--- config.mk ---
export PLATFORM = sky130hd
export DESIGN_NAME = ps2_key_fifo_flat
export DESIGN_NICKNAME = d
export VERILOG_FILES = /design/src/rtl/ps2_key_fifo_if.sv /design/src/rtl/ps2_key_fifo.sv /design/src/flat_wrapper.sv
export SDC_FILE = /design/constraint.sdc
export NUM_CORES = 1
export LEC_CHECK = 0
export CAP_MARGIN = 25
export CORE_AREA = 5 5 135 86
export DETAILED_ROUTE_END_ITERATION = 10
export DIE_AREA = 0 0 140 91
export PLACE_DENSITY = 0.79
export SYNTH_ARGS = -nofsm -noshare
export SYNTH_HDL_FRONTEND = slang
export SYNTH_SLANG_ARGS = --single-unit
--- constraint.sdc ---
create_clock -name clock -period 2.8 [get_ports clock]
set_input_delay 0.84 -clock clock [delete_from_list [all_inputs] [get_ports clock]]
set_output_delay 0.84 -clock clock [all_outputs]
set_load 0.01 [all_outputs]
--- src/rtl/ps2_key_fifo_if.sv ---
// Key-event port between the PS/2 receiver FIFO (master) and the processor (slave).
interface ps2_key_fifo_if #(
  parameter int DEPTH = 8
);
  localparam int CW = $clog2(DEPTH) + 1;

  logic          key_read;
  logic          key_valid;
  logic [7:0]    key_data;
  logic          key_break;
  logic          key_ext;
  logic [CW-1:0] fifo_count;
  logic          frame_error;
  logic          overflow;

  modport master (
    input  key_read,
    output key_valid, key_data, key_break, key_ext, fifo_count, frame_error, overflow
  );

  modport slave (
    output key_read,
    input  key_valid, key_data, key_break, key_ext, fifo_count, frame_error, overflow
  );
endinterface

--- src/rtl/ps2_key_fifo.sv ---
// PS/2 keyboard receiver with F0/E0 prefix folding and a show-ahead key-event FIFO.
module ps2_key_fifo #(
  parameter int DEPTH          = 8,
  parameter int TIMEOUT_CYCLES = 10000
) (
  input  logic            clock,
  input  logic            reset,
  input  logic            ps2_clk,
  input  logic            ps2_data,
  ps2_key_fifo_if.master  key
);
  localparam int AW = $clog2(DEPTH);
  localparam int CW = AW + 1;
  localparam int WW = $clog2(TIMEOUT_CYCLES + 1);

  typedef enum logic [1:0] {
    ST_IDLE   = 2'd0,
    ST_DATA   = 2'd1,
    ST_PARITY = 2'd2,
    ST_STOP   = 2'd3
  } rx_state_t;

  logic [1:0]    clk_sync_r;
  logic [1:0]    data_sync_r;
  logic          clk_prev_r;
  logic          fall_s;
  logic          bit_s;

  rx_state_t     state_r, state_nxt;
  logic [2:0]    bit_cnt_r, bit_cnt_nxt;
  logic [7:0]    shift_r, shift_nxt;
  logic          parity_r, parity_nxt;
  logic [WW-1:0] wd_r, wd_nxt;
  logic          timeout_s;
  logic          byte_done_s;
  logic          frame_err_s;

  logic          pend_brk_r;
  logic          pend_ext_r;
  logic          push_s;
  logic          pop_s;
  logic          full_s;
  logic          wr_en_s;
  logic          ovf_s;
  logic [9:0]    entry_s;

  logic [9:0]    mem_r [DEPTH];
  logic [AW-1:0] rd_ptr_r;
  logic [AW-1:0] wr_ptr_r;
  logic [CW-1:0] count_r;
  logic          frame_error_r;
  logic          overflow_r;
  logic [9:0]    head_s;

  // Two-flop synchronizers plus previous-clock register for fall detection
  always_ff @(posedge clock) begin
    if (reset) begin
      clk_sync_r  <= 2'b11;
      data_sync_r <= 2'b11;
      clk_prev_r  <= 1'b1;
    end else begin
      clk_sync_r  <= {clk_sync_r[0], ps2_clk};
      data_sync_r <= {data_sync_r[0], ps2_data};
      clk_prev_r  <= clk_sync_r[1];
    end
  end

  assign fall_s = clk_prev_r & ~clk_sync_r[1];
  assign bit_s  = data_sync_r[1];

  // Receiver state register, shift register and watchdog
  always_ff @(posedge clock) begin
    if (reset) begin
      state_r   <= ST_IDLE;
      bit_cnt_r <= 3'd0;
      shift_r   <= 8'd0;
      parity_r  <= 1'b0;
      wd_r      <= {WW{1'b0}};
    end else begin
      state_r   <= state_nxt;
      bit_cnt_r <= bit_cnt_nxt;
      shift_r   <= shift_nxt;
      parity_r  <= parity_nxt;
      wd_r      <= wd_nxt;
    end
  end

  // Receiver next-state logic; the watchdog overrides whatever the frame decode wanted
  always_comb begin
    state_nxt   = state_r;
    bit_cnt_nxt = bit_cnt_r;
    shift_nxt   = shift_r;
    parity_nxt  = parity_r;
    wd_nxt      = wd_r;
    byte_done_s = 1'b0;
    frame_err_s = 1'b0;

    if (fall_s) begin
      wd_nxt = {WW{1'b0}};
    end else if (state_r != ST_IDLE) begin
      wd_nxt = wd_r + WW'(1);
    end else begin
      wd_nxt = {WW{1'b0}};
    end
    timeout_s = (state_r != ST_IDLE) && !fall_s && (wd_r == WW'(TIMEOUT_CYCLES - 1));

    case (state_r)
      ST_IDLE: begin
        if (fall_s && !bit_s) begin
          state_nxt   = ST_DATA;
          bit_cnt_nxt = 3'd0;
        end else begin
          state_nxt = ST_IDLE;
        end
      end
      ST_DATA: begin
        if (fall_s) begin
          shift_nxt = {bit_s, shift_r[7:1]};
          if (bit_cnt_r == 3'd7) begin
            state_nxt = ST_PARITY;
          end else begin
            bit_cnt_nxt = bit_cnt_r + 3'd1;
          end
        end else begin
          state_nxt = ST_DATA;
        end
      end
      ST_PARITY: begin
        if (fall_s) begin
          parity_nxt = bit_s;
          state_nxt  = ST_STOP;
        end else begin
          state_nxt = ST_PARITY;
        end
      end
      ST_STOP: begin
        if (fall_s) begin
          state_nxt = ST_IDLE;
          if (bit_s && (^{shift_r, parity_r})) begin
            byte_done_s = 1'b1;
          end else begin
            frame_err_s = 1'b1;
          end
        end else begin
          state_nxt = ST_STOP;
        end
      end
      default: begin
        state_nxt = ST_IDLE;
      end
    endcase

    if (timeout_s) begin
      state_nxt   = ST_IDLE;
      wd_nxt      = {WW{1'b0}};
      frame_err_s = 1'b1;
    end else begin
      frame_err_s = frame_err_s;
    end
  end

  // Prefix folding and FIFO handshake decode
  always_comb begin
    push_s  = byte_done_s && (shift_r != 8'hF0) && (shift_r != 8'hE0);
    entry_s = {pend_ext_r, pend_brk_r, shift_r};
    pop_s   = key.key_read && (count_r != {CW{1'b0}});
    full_s  = (count_r == CW'(DEPTH));
    // A full FIFO still accepts a push when the head is leaving in the same cycle
    wr_en_s = push_s && (!full_s || pop_s);
    ovf_s   = push_s && full_s && !pop_s;
  end

  // Pending prefix flags
  always_ff @(posedge clock) begin
    if (reset) begin
      pend_brk_r <= 1'b0;
      pend_ext_r <= 1'b0;
    end else if (frame_err_s || ovf_s) begin
      pend_brk_r <= 1'b0;
      pend_ext_r <= 1'b0;
    end else if (byte_done_s) begin
      if (shift_r == 8'hF0) begin
        pend_brk_r <= 1'b1;
      end else if (shift_r == 8'hE0) begin
        pend_ext_r <= 1'b1;
      end else begin
        pend_brk_r <= 1'b0;
        pend_ext_r <= 1'b0;
      end
    end else begin
      pend_brk_r <= pend_brk_r;
      pend_ext_r <= pend_ext_r;
    end
  end

  // FIFO storage (no reset needed; validity is tracked by the count)
  always_ff @(posedge clock) begin
    if (wr_en_s) begin
      mem_r[wr_ptr_r] <= entry_s;
    end
  end

  // FIFO pointers, occupancy and registered event pulses
  always_ff @(posedge clock) begin
    if (reset) begin
      rd_ptr_r      <= {AW{1'b0}};
      wr_ptr_r      <= {AW{1'b0}};
      count_r       <= {CW{1'b0}};
      frame_error_r <= 1'b0;
      overflow_r    <= 1'b0;
    end else begin
      frame_error_r <= frame_err_s;
      overflow_r    <= ovf_s;
      if (wr_en_s) begin
        wr_ptr_r <= wr_ptr_r + AW'(1);
      end
      if (pop_s) begin
        rd_ptr_r <= rd_ptr_r + AW'(1);
      end
      case ({wr_en_s, pop_s})
        2'b10:   count_r <= count_r + CW'(1);
        2'b01:   count_r <= count_r - CW'(1);
        default: count_r <= count_r;
      endcase
    end
  end

  assign head_s = (count_r != {CW{1'b0}}) ? mem_r[rd_ptr_r] : 10'd0;

  assign key.key_valid   = (count_r != {CW{1'b0}});
  assign key.key_data    = head_s[7:0];
  assign key.key_break   = head_s[8];
  assign key.key_ext     = head_s[9];
  assign key.fifo_count  = count_r;
  assign key.frame_error = frame_error_r;
  assign key.overflow    = overflow_r;
endmodule

--- src/flat_wrapper.sv ---
// flat-port wrapper written by rule: the top's interface ports become plain ports
module ps2_key_fifo_flat 
#(
  parameter int DEPTH          = 8,
  parameter int TIMEOUT_CYCLES = 10000
)
  (clock, reset, ps2_clk, ps2_data, key_key_read, key_key_valid, key_key_data, key_key_break, key_key_ext, key_fifo_count, key_frame_error, key_overflow);
  ps2_key_fifo_if #(.DEPTH(DEPTH)) key_i ();
  input  logic clock;
  input  logic reset;
  input  logic ps2_clk;
  input  logic ps2_data;
  input wire logic [$bits(key_i.key_read)-1:0] key_key_read;
  output wire logic [$bits(key_i.key_valid)-1:0] key_key_valid;
  output wire logic [$bits(key_i.key_data)-1:0] key_key_data;
  output wire logic [$bits(key_i.key_break)-1:0] key_key_break;
  output wire logic [$bits(key_i.key_ext)-1:0] key_key_ext;
  output wire logic [$bits(key_i.fifo_count)-1:0] key_fifo_count;
  output wire logic [$bits(key_i.frame_error)-1:0] key_frame_error;
  output wire logic [$bits(key_i.overflow)-1:0] key_overflow;
  assign key_i.key_read = key_key_read;
  assign key_key_valid = key_i.key_valid;
  assign key_key_data = key_i.key_data;
  assign key_key_break = key_i.key_break;
  assign key_key_ext = key_i.key_ext;
  assign key_fifo_count = key_i.fifo_count;
  assign key_frame_error = key_i.frame_error;
  assign key_overflow = key_i.overflow;
  ps2_key_fifo #(.DEPTH(DEPTH), .TIMEOUT_CYCLES(TIMEOUT_CYCLES)) u_core (.clock(clock), .reset(reset), .ps2_clk(ps2_clk), .ps2_data(ps2_data), .key(key_i));
endmodule
==> flow_metrics.env <==
export IMPL_status="complete, no violations"
export IMPL_area_growth_pct=24.2
export IMPL_fin_skew_ns=0.00822
export IMPL_clkLatencyLatePin_ns=0.41
export IMPL_routed_wl_um=12200
export IMPL_fin_util_pct=65.4
export IMPL_netlist_instances=399
export IMPL_fp_dieW_um=140
export IMPL_holdPathStages=1
export IMPL_final_setup_tns_ns=0
export IMPL_cp_max_fo=7
export IMPL_slew_violations=0
export IMPL_num_rows=29
export IMPL_hold_class="register to register"
export IMPL_swShare_pct=20.8
export IMPL_slew_headroom_pct=62.9
export IMPL_crit_type="register to primary output"
export IMPL_finalHoldViolCount=0
export IMPL_pre_cts_ws_ns=-0.123
export IMPL_die_h_um=91
export IMPL_fmaxAchievable_mhz=361
export IMPL_drt_drc_violations_left=0
export IMPL_grt_pass1_vias=3580
export IMPL_p_sw_mw=0.904
export IMPL_drt_vias_per_instance=5.74
export IMPL_grt_pass1_wl_um=19100
export IMPL_yosysUniqueCellTypes=47
export IMPL_ys_flop_type="edfxtp_1"
export IMPL_synth_sequential_area_ratio_pct=63.2
export IMPL_critPathSlowestCell="mux4_2"
export IMPL_dieArea_sq_um=12700
export IMPL_fillerInstances=693
export IMPL_ir_worst_vdd_mv=0.574
export IMPL_placed_cell_area_sq_um=6000
export IMPL_critPathRequiredTime_ns=1.96
export IMPL_initial_core_util_pct=52.6
export IMPL_netlist_area_leader_share_pct=44.6
export IMPL_cts_sinks=130
export IMPL_avgSynthCellArea_sq_um=13.5
export IMPL_portBuffers=21
export IMPL_clk_pin_slew_worst_paths_ns=0.06
export IMPL_timing_final_crit_share_pct=99.0
export IMPL_final_layout_size_suffix_gt1_share_pct=26.8
export IMPL_maxCapViolations=0
export IMPL_final_period_minus_worst_setup_slack_ns=2.77
export IMPL_core_sq_um=10200
export IMPL_rr_worst_depth=11
export IMPL_p_leak_nw=2.33
export IMPL_worst_slew_pin_slew_ns=0.555
export IMPL_antenna_cells=0
export IMPL_synth_edf_count=80
export IMPL_grt_start_max_net_pins=33
export IMPL_worstPathCellList="buf_12 > buf_12 > mux4_2 > mux2i_2 > nor2_1 > buf_2"
export IMPL_combPwrFrac_pct=5.4
export IMPL_drtPass1Iterations=4
export IMPL_synthesis_area_sq_um=5390
export IMPL_synthTopCellsByArea="edfxtp_1, dfxtp_1, mux4_2"
export IMPL_ant_nets=0
export IMPL_antenna_found_initial=0
export IMPL_hpwl_um=7110
export IMPL_ys_seq_elements=130
export IMPL_gp_congestion=0.822
export IMPL_final_area_sq_um=6690
export IMPL_async_reset_ff_share_pct=0
export IMPL_cts_buffers=17
export IMPL_ys_warnings_count=0
export IMPL_cp_arrival_ns=1.93
export IMPL_rsz0062_at_grt="yes"
export IMPL_seqPwrFrac_pct=46.8
export IMPL_clkPwrFrac_pct=47.8
export IMPL_fin_cells=616
export IMPL_yosysTopAreaCell="edfxtp_1"
export IMPL_worst_path_most_repeated_cell="buf_12"
export IMPL_placed_cells=575
export IMPL_setup_ws_ns=0.0277
export IMPL_grt_usage_pct=19.9
export IMPL_syn_num_nets=412
export IMPL_cp_start_kind="register"
export IMPL_crit_path_end_kind="primary output"
export IMPL_overflow=0
export IMPL_vias=3538
export IMPL_ios=22
export IMPL_finalSetupViolations=0
export IMPL_clock_root_buffer="clkbuf_16"
export IMPL_max_stage_delay_ns=0.52
export IMPL_cts_max_level=4
export IMPL_final_nets=478
export IMPL_clk_path_buf_depth=2
export IMPL_cts_tree="yes"
export IMPL_drt_initial_drc_count=350
export IMPL_wire_per_inst_um=19.8
export IMPL_pwr_density_cell_nw_per_um2=649
export IMPL_internal_power_mw=3.44
layout by cell type, fill, tap and decap left out, types with 5 or more instances in the layout:
master,synthesis,layout
dfxtp_1,50,44
a21oi_1,18,18
buf_4,0,34
buf_12,0,5
nor2_1,47,47
clkbuf_16,0,17
edfxtp_1,80,80
mux2i_1,12,11
buf_2,3,10
nand3_1,13,13
ha_1,7,7
inv_1,11,11
nor3_1,12,12
nand2_1,25,25
nand4_1,14,14
or2_2,5,5
o21ai_0,10,10
clkdlybuf4s50_1,0,11
xnor2_1,8,6
mux4_2,20,20
xor2_1,11,11
worst max-delay path: cells and delay by family, from the launching register on:
| family | cells | cell delay (ns) |
|---|---|---|
| buffers and inverters | 3 | 0.39 |
| and+or+nand+nor | 1 | 0.05 |
| DFF | 1 | 0.37 |
| muxes | 2 | 0.71 |
layout make-up:
class	count	area, sq um	area share (%)
flip-flops and latches	130	3420	51.0
multi-input cells	241	1920	28.7
repair buffers	63	582	8.69
clock buffers	20	437	6.53
well taps	139	174	2.60
clock inverters	11	115	1.72
inverters	12	45.0	0.673
cell families (layout without fill, tap and decap cells):
family / count (synthesis) / after routing / synth area share, %
AND/OR/NAND/NOR: 142 / 142 / 13.4
flip-flops: 130 / 130 / 63.2
multiplexers: 36 / 36 / 11.5
AO/OA/AOI/OAI: 34 / 34 / 3.88
buffers and inverters: 28 / 106 / 2.02
XOR/XNOR: 21 / 21 / 3.93
adder cells (fa/ha/maj): 8 / 8 / 2.00
metrics by stage:
step / hold slack [ns] / total power [mW]
6_report: 0.411 / 4.34
5_1_grt: 0.427 / 4.46
4_1_cts: 0.413 / 4.36
3_5_place_dp: 0.395 / 2.27
3_3_place_gp: 0.401 / 2.26
2_1_floorplan: 0.389 / 2.18
worst paths after layout:
| path | start | end | slack, ns |
|---|---|---|---|
| worst max-delay path | register | key_key_data[3] | 0.03 |
| worst min-delay path | u_core.data_sync_r[0] | u_core.data_sync_r[1] | 0.41 |
| worst max register to register | u_core.parity_r | u_core.key.fifo_count[3] | 0.10 |
| worst min register to register | u_core.data_sync_r[0] | u_core.data_sync_r[1] | 0.41 |
synthesized netlist by cell type (8+ instances only):
cell	n
edfxtp_1	80
dfxtp_1	50
nor2_1	47
nand2_1	25
mux4_2	20
a21oi_1	18
nand4_1	14
nand3_1	13
mux2i_1	12
nor3_1	12
clkbuf_1	11
inv_1	11
xor2_1	11
o21ai_0	10
xnor2_1	8
timing repair:
item,CTS,global route
cloned,2,0
pin swaps,0,3
resized for setup,44,11
setup endpoints to repair,10,33
setup buffers,3,5
hold buffers,0,0
power groups by stage:
stage | clock network (mW) | logic (mW) | registers [mW]
after floorplan | 0 | 0.114 | 2.06
after global placement | 0 | 0.193 | 2.07
after detailed placement | 0 | 0.198 | 2.07
after CTS | 2.11 | 0.225 | 2.03
after global routing | 2.18 | 0.254 | 2.03
final | 2.08 | 0.235 | 2.03
per-layer routing:
metal | GRT usage (%) | routed length [um] | up-vias
li1 | - | - | 1619
met1 | 25.5 | 5080 | 1753
met2 | 31.2 | 5890 | 139
met3 | 6.72 | 913 | 27
met4 | 9.11 | 336 | 0
met5 | 0 | 0 | -
registers in the layout, summed over array words and instances, names as in the netlist, named ones only:
register                cells
u_core.mem_r               80
u_core.wd_r                14
u_core.shift_r              8
u_core.key.fifo_count       4
u_core.bit_cnt_r            3
u_core.rd_ptr_r             3
u_core.wr_ptr_r             3
u_core.clk_sync_r           2
u_core.data_sync_r          2
u_core.state_r              2
u_core.clk_prev_r           1
u_core.key.frame_error      1
u_core.key.overflow         1
u_core.parity_r             1
u_core.pend_brk_r           1
u_core.pend_ext_r           1
(Power assumes the default switching activity.)
